==> src/rtl/issue_ctrl.sv <==
// issue_ctrl: instruction queue between fetch and the back end.
// Fetched {inst, pc} pairs are queued in order; the head word is shown to an
// external combinational decoder, and its decoded fields are issued to either
// the reservation station or the load/store buffer, one per cycle, in order.
// A ROB clear empties the queue and spends one cycle in FLUSH.
module issue_ctrl #(
    parameter int DEPTH  = 16,
    parameter int ADDR_W = 4
) (
    input  logic        clk_in,
    input  logic        rst_n_in,
    input  logic        rdy_in,
    input  logic        fetch_valid,
    input  logic [31:0] fetch_inst,
    input  logic [31:0] fetch_pc,
    output logic        fetch_ready,
    output logic [31:0] dec_inst,
    input  logic [5:0]  dec_order,
    input  logic [31:0] dec_rd,
    input  logic [31:0] dec_rs1,
    input  logic [31:0] dec_rs2,
    input  logic [31:0] dec_imm,
    input  logic        rob_full,
    input  logic        rs_full,
    input  logic        lsb_full,
    input  logic        clear_in,
    output logic        iss_valid,
    output logic        iss_to_lsb,
    output logic [5:0]  iss_order,
    output logic [4:0]  iss_rd,
    output logic [4:0]  iss_rs1,
    output logic [4:0]  iss_rs2,
    output logic [31:0] iss_imm,
    output logic [31:0] iss_pc,
    output logic        illegal
);

    // Memory-access order codes shared with the decoder.
    localparam logic [5:0] ORD_LB  = 6'd11;
    localparam logic [5:0] ORD_LH  = 6'd12;
    localparam logic [5:0] ORD_LW  = 6'd13;
    localparam logic [5:0] ORD_LBU = 6'd14;
    localparam logic [5:0] ORD_LHU = 6'd15;
    localparam logic [5:0] ORD_SB  = 6'd16;
    localparam logic [5:0] ORD_SH  = 6'd17;
    localparam logic [5:0] ORD_SW  = 6'd18;

    localparam logic [ADDR_W:0]   DEPTH_C = (ADDR_W+1)'(DEPTH);
    localparam logic [ADDR_W:0]   CNT_ONE = (ADDR_W+1)'(1);
    localparam logic [ADDR_W-1:0] PTR_ONE = ADDR_W'(1);

    typedef enum logic [0:0] {
        ST_RUN   = 1'b0,
        ST_FLUSH = 1'b1
    } state_t;

    state_t              state_r;
    state_t              state_nx_s;
    logic [31:0]         inst_mem_r [DEPTH];
    logic [31:0]         pc_mem_r   [DEPTH];
    logic [ADDR_W-1:0]   head_r;
    logic [ADDR_W-1:0]   tail_r;
    logic [ADDR_W:0]     count_r;

    logic                empty_s;
    logic                is_lsb_s;
    logic                push_s;
    logic                head_ok_s;
    logic                issue_s;
    logic                drop_s;
    logic                pop_s;
    logic                unused_ok_s;

    // Only the low five bits of the register fields are meaningful.
    assign unused_ok_s = ^{dec_rd[31:5], dec_rs1[31:5], dec_rs2[31:5]};

    assign empty_s     = (count_r == {(ADDR_W+1){1'b0}});
    // Readiness looks only at registered state, never at the same-cycle pop.
    assign fetch_ready = (state_r == ST_RUN) && (count_r < DEPTH_C);
    assign push_s      = fetch_valid && fetch_ready && rdy_in && !clear_in;
    assign head_ok_s   = (state_r == ST_RUN) && !empty_s && rdy_in && !clear_in;
    assign drop_s      = head_ok_s && (dec_order == 6'd0);
    assign issue_s     = head_ok_s && (dec_order != 6'd0) && !rob_full &&
                         (is_lsb_s ? !lsb_full : !rs_full);
    assign pop_s       = issue_s || drop_s;

    // Head word to the decoder; zero when nothing is queued.
    always_comb begin
        dec_inst = 32'd0;
        if (!empty_s) begin
            dec_inst = inst_mem_r[head_r];
        end else begin
            dec_inst = 32'd0;
        end
    end

    // Classify the decoded order as load/store (LSB) or everything else (RS).
    always_comb begin
        is_lsb_s = 1'b0;
        case (dec_order)
            ORD_LB, ORD_LH, ORD_LW, ORD_LBU, ORD_LHU,
            ORD_SB, ORD_SH, ORD_SW: is_lsb_s = 1'b1;
            default:                is_lsb_s = 1'b0;
        endcase
    end

    // Next-state logic: a clear enters FLUSH, which lasts one ready cycle.
    always_comb begin
        state_nx_s = state_r;
        if (rdy_in) begin
            case (state_r)
                ST_RUN:   state_nx_s = clear_in ? ST_FLUSH : ST_RUN;
                ST_FLUSH: state_nx_s = ST_RUN;
                default:  state_nx_s = ST_RUN;
            endcase
        end else begin
            state_nx_s = state_r;
        end
    end

    // State register.
    always_ff @(posedge clk_in or negedge rst_n_in) begin
        if (!rst_n_in) begin
            state_r <= ST_RUN;
        end else begin
            state_r <= state_nx_s;
        end
    end

    // Queue storage; contents are only visible through head/count, so no reset.
    always_ff @(posedge clk_in) begin
        if (push_s) begin
            inst_mem_r[tail_r] <= fetch_inst;
            pc_mem_r[tail_r]   <= fetch_pc;
        end
    end

    // Queue pointers and occupancy; a clear discards any same-cycle push/pop.
    always_ff @(posedge clk_in or negedge rst_n_in) begin
        if (!rst_n_in) begin
            head_r  <= {ADDR_W{1'b0}};
            tail_r  <= {ADDR_W{1'b0}};
            count_r <= {(ADDR_W+1){1'b0}};
        end else if (rdy_in && clear_in) begin
            head_r  <= {ADDR_W{1'b0}};
            tail_r  <= {ADDR_W{1'b0}};
            count_r <= {(ADDR_W+1){1'b0}};
        end else begin
            if (push_s) begin
                tail_r <= tail_r + PTR_ONE;
            end
            if (pop_s) begin
                head_r <= head_r + PTR_ONE;
            end
            case ({push_s, pop_s})
                2'b10:   count_r <= count_r + CNT_ONE;
                2'b01:   count_r <= count_r - CNT_ONE;
                default: count_r <= count_r;
            endcase
        end
    end

    // Issue register: pulses valid/illegal, data fields hold between issues.
    always_ff @(posedge clk_in or negedge rst_n_in) begin
        if (!rst_n_in) begin
            iss_valid  <= 1'b0;
            illegal    <= 1'b0;
            iss_to_lsb <= 1'b0;
            iss_order  <= 6'd0;
            iss_rd     <= 5'd0;
            iss_rs1    <= 5'd0;
            iss_rs2    <= 5'd0;
            iss_imm    <= 32'd0;
            iss_pc     <= 32'd0;
        end else begin
            iss_valid <= issue_s;
            illegal   <= drop_s;
            if (issue_s) begin
                iss_to_lsb <= is_lsb_s;
                iss_order  <= dec_order;
                iss_rd     <= dec_rd[4:0];
                iss_rs1    <= dec_rs1[4:0];
                iss_rs2    <= dec_rs2[4:0];
                iss_imm    <= dec_imm;
                iss_pc     <= pc_mem_r[head_r];
            end
        end
    end

endmodule

==> config.mk <==
export PLATFORM = sky130hd
export DESIGN_NAME = issue_ctrl
export DESIGN_NICKNAME = d
export VERILOG_FILES = /design/src/rtl/issue_ctrl.sv
export SDC_FILE = /design/constraint.sdc
export NUM_CORES = 1
export LEC_CHECK = 0
export ABC_CLOCK_PERIOD_IN_PS = 4300
export CAP_MARGIN = 20
export CORE_UTILIZATION = 50
export CTS_CLUSTER_SIZE = 10
export DETAILED_ROUTE_END_ITERATION = 16
export PLACE_DENSITY = 0.81
export SLEW_MARGIN = 20
export SYNTH_ARGS = -nofsm -noshare
export SYNTH_HDL_FRONTEND = slang
export SYNTH_SLANG_ARGS = --single-unit
==> constraint.sdc <==
create_clock -name clk_in -period 4.3 [get_ports clk_in]
set_input_delay 0.86 -clock clk_in [delete_from_list [all_inputs] [get_ports clk_in]]
set_output_delay 0.86 -clock clk_in [all_outputs]
set_load 0.005 [all_outputs]
==> results.py <==
metrics = {
    "synth": {
        "synth_area_leaders": "edfxtp_1 71%, mux4_2 15%, dfrtp_1 5.9%, mux2_4 1.4%, mux2_2 1.2%",
        "ys_top_cells_by_count": "1024 x edfxtp_1, 288 x mux4_2, 102 x dfrtp_1",
        "yosysMostFrequentCell": "edfxtp_1",
        "synth_warnings": 0,
        "ys_ff_latch": 1126,
        "syn_avg_cell_area_um2": 23.30,
        "synthFlopType": "edfxtp_1",
        "ys_seq_area_frac": 0.7740,
        "ys_types": 46,
        "synth_top_area_cell": "edfxtp_1",
        "synth_nets": 2063,
        "syn_inst": 1847,
        "synth_top_area_frac": 0.7146,
        "ys_async_sr_fraction": 0.09059,
        "synth-edff-count": 1024,
        "syn_area_mm2": 0.04303,
    },
    "placement": {
        "port_buffers": 245,
        "place_area_mm2": 0.04743,
        "hpwlAfterDp_um": 51950,
        "placed_cells": 3204,
        "gp_congestion": 0.7511,
    },
    "grt": {
        "globalRouteOverflowTotal": 0,
        "grt_first_pass_wirelength_um": 143900,
        "grtUsageTotal": 0.2309,
        "grt_max_degree": 124,
        "grt_pass1_vias": 22030,
        "antenna_found_initial": 14,
    },
    "route": {
        "num_vias": 20660,
        "drtAntennaViolNets": 0,
        "drc": 0,
        "firstDrtPassIters": 8,
        "drt_iter0_markers": 1942,
        "wl_um": 99270,
        "wl_per_cell_um": 29.18,
        "vias_per_cell": 6.073,
    },
    "layout": {
        "nNetsFinal": 2417,
        "drive_gt1_frac": 0.2791,
        "final_cells": 3402,
        "syn_to_final_growth_pct": 19.26,
        "final_area_mm2": 0.05131,
    },
    "setup_path": {
        "slowest_delay_ps": 580,
        "r2r_start": "head_r[1]",
        "worst-r2r-cell-count": 6,
        "cp_common_cell": "mux4_2",
        "critPathBufInv": 3,
        "end_kind": "output port",
        "crit_family": "multiplexers",
        "path_class": "reg -> out",
        "cp_data_arrival_time_ps": 3360,
        "reg2reg_slack_ps": 720,
        "cp_max_fo": 20,
        "path_cells": "buf_4 > buf_16 > mux4_2 > mux4_2 > and2_1 > clkdlybuf4s50_1",
        "r2r-end": "iss_pc[16]",
        "required_ps": 3440,
        "slowest_stage": "mux4_2",
        "start_kind": "register",
    },
    "pwr": {
        "switching_share": 0.2198,
        "power.switching_mw": 5.590,
        "pwr-share-seq": 0.498,
        "p_leak_nw": 16.68,
        "combPwrFrac": 0.113,
        "pwr-share-clk": 0.389,
        "internal_power_mw": 19.84,
        "powerDensity_mw_per_mm2": 495.7,
        "peakVddDrop_mv": 0.4525,
    },
    "job": {
        "drv_cap": 0,
    },
    "cts": {
        "insertion_delay_ps": 710,
        "holdBufCountCts": 0,
        "cts_buffers": 132,
        "htree_levels": 4,
        "clk_pin_slew_ps": 50,
        "clockRootBuffer": "clkbuf_16",
        "clock-sinks": 1126,
        "clock_path_buffers": 3,
        "cts_tree": "done",
    },
    "sta": {
        "setup_viol": 0,
        "finalClockSkew_ps": 26.20,
        "hold_ws_ps": 209.3,
        "worst_pin_slew_ps": 1123,
        "relSlewSlack": 0.2514,
        "drv_slew": 0,
        "max_freq_mhz": 236.8,
        "hold_violations": 0,
        "post-route-min-period_ps": 4223,
        "post-route-period-util": 0.9821,
        "tns_ps": 0,
    },
    "min_path": {
        "hold_class": "in -> async",
    },
    "floorplan": {
        "die_w_um": 295.4,
        "pin_count": 327,
        "initial_utilization": 0.5053,
        "placementRows": 107,
        "core-area_mm2": 0.08515,
        "fp.dieArea_mm2": 0.08723,
        "die_h_um": 295.4,
    },
    "outcome": {
        "status": "finished clean",
    },
}
-- sequential cells by signal, summed over array words and instances, names as in the netlist, 4 cells and up --
name	count
inst_mem_r	512
pc_mem_r	512
iss_imm	32
iss_pc	32
iss_order	6
count_r	5
iss_rd	5
iss_rs1	5
iss_rs2	5
head_r	4
tail_r	4
-- area by class of cell --
cell class | count | area [um^2]
fillers | 5699 | 33830
flip-flops and latches | 1126 | 33310
multi-input cells | 610 | 9225
repair buffers | 319 | 3566
clock buffers | 172 | 3548
well taps | 1144 | 1431
clock inverters | 15 | 173.9
inverters | 12 | 45.04
diodes | 4 | 10.01
-- per-stage QoR --
step           worst slack, ps  power [mW]    util
2_1_floorplan            418.6       14.07       -
6_report                 77.11       25.43  0.6027
5_1_grt                 -11.03       26.25  0.6026
3_3_place_gp             11.08       15.66  0.5571
4_1_cts                  11.00       25.62  0.6008
3_5_place_dp             22.06       15.75  0.5571
-- power groups by stage --
stage               sequential, mW  combinational, mW  clock [mW]
CTS                           12.7               2.90        10.0
floorplan                     12.8               1.29           0
global placement              12.9               2.81           0
finish                        12.7               2.88        9.89
detailed placement            12.9               2.87           0
global route                  12.7               3.08        10.5
-- cells by family after synthesis --
logic type	synth area share
AO/OA/AOI/OAI	0.01599
XOR/XNOR	0.0004072
adder cells (fa/ha/maj)	0.003082
buffers and inverters	0.01317
flip-flops	0.7740
multiplexers	0.1771
AND/OR/NAND/NOR	0.01628
-- placed cells by master, fill, tap and decap left out, types with 32 or more instances in the layout --
cell and instances:
mux4_2 288, a22oi_1 64, and2_1 34, edfxtp_1 1024, clkbuf_1 35, dfrtp_1 98, mux2_4 39, buf_12 35
mux2_2 46, clkdlybuf4s50_1 244, buf_4 32, nand2_1 37, clkbuf_16 138
-- worst register-to-register path: stages, from the launching register on --
cell     delay, ps
dfrtp_4        650
buf_4          840
buf_4          900
mux4_2         420
a22oi_1        190
nand2_1        180
mux2_2         300
-- worst max-delay path by stage --
stage,start,to,slack [ps],cells after the start
2_1_floorplan,clear_in,inst_mem_r[10][0],420,6
3_3_place_gp,dec_order[0],count_r[4],10,13
3_5_place_dp,dec_order[0],count_r[4],20,13
4_1_cts,head_r[0],dec_inst[29],10,5
5_1_grt,head_r[0],dec_inst[29],-10,6
6_report,head_r[0],dec_inst[29],80,6
-- routing by layer --
metal  share of wire  vias up  global-route usage  wire, um
met1            0.37    10970              0.2916     37220
met3           0.077      208             0.05473      7634
met5          0.0013        -                   0       126
met2            0.52     1012              0.3934     51810
met4           0.025       20             0.07848      2466
li1                -     8452                   -         -
-- repair_timing --
action / in CTS / in global routing
gates resized for setup: 1 / 4
setup buffers: 0 / 4
cloned: 0 / 2
setup endpoints to repair: 2 / 12
(Power assumes the default switching activity.)
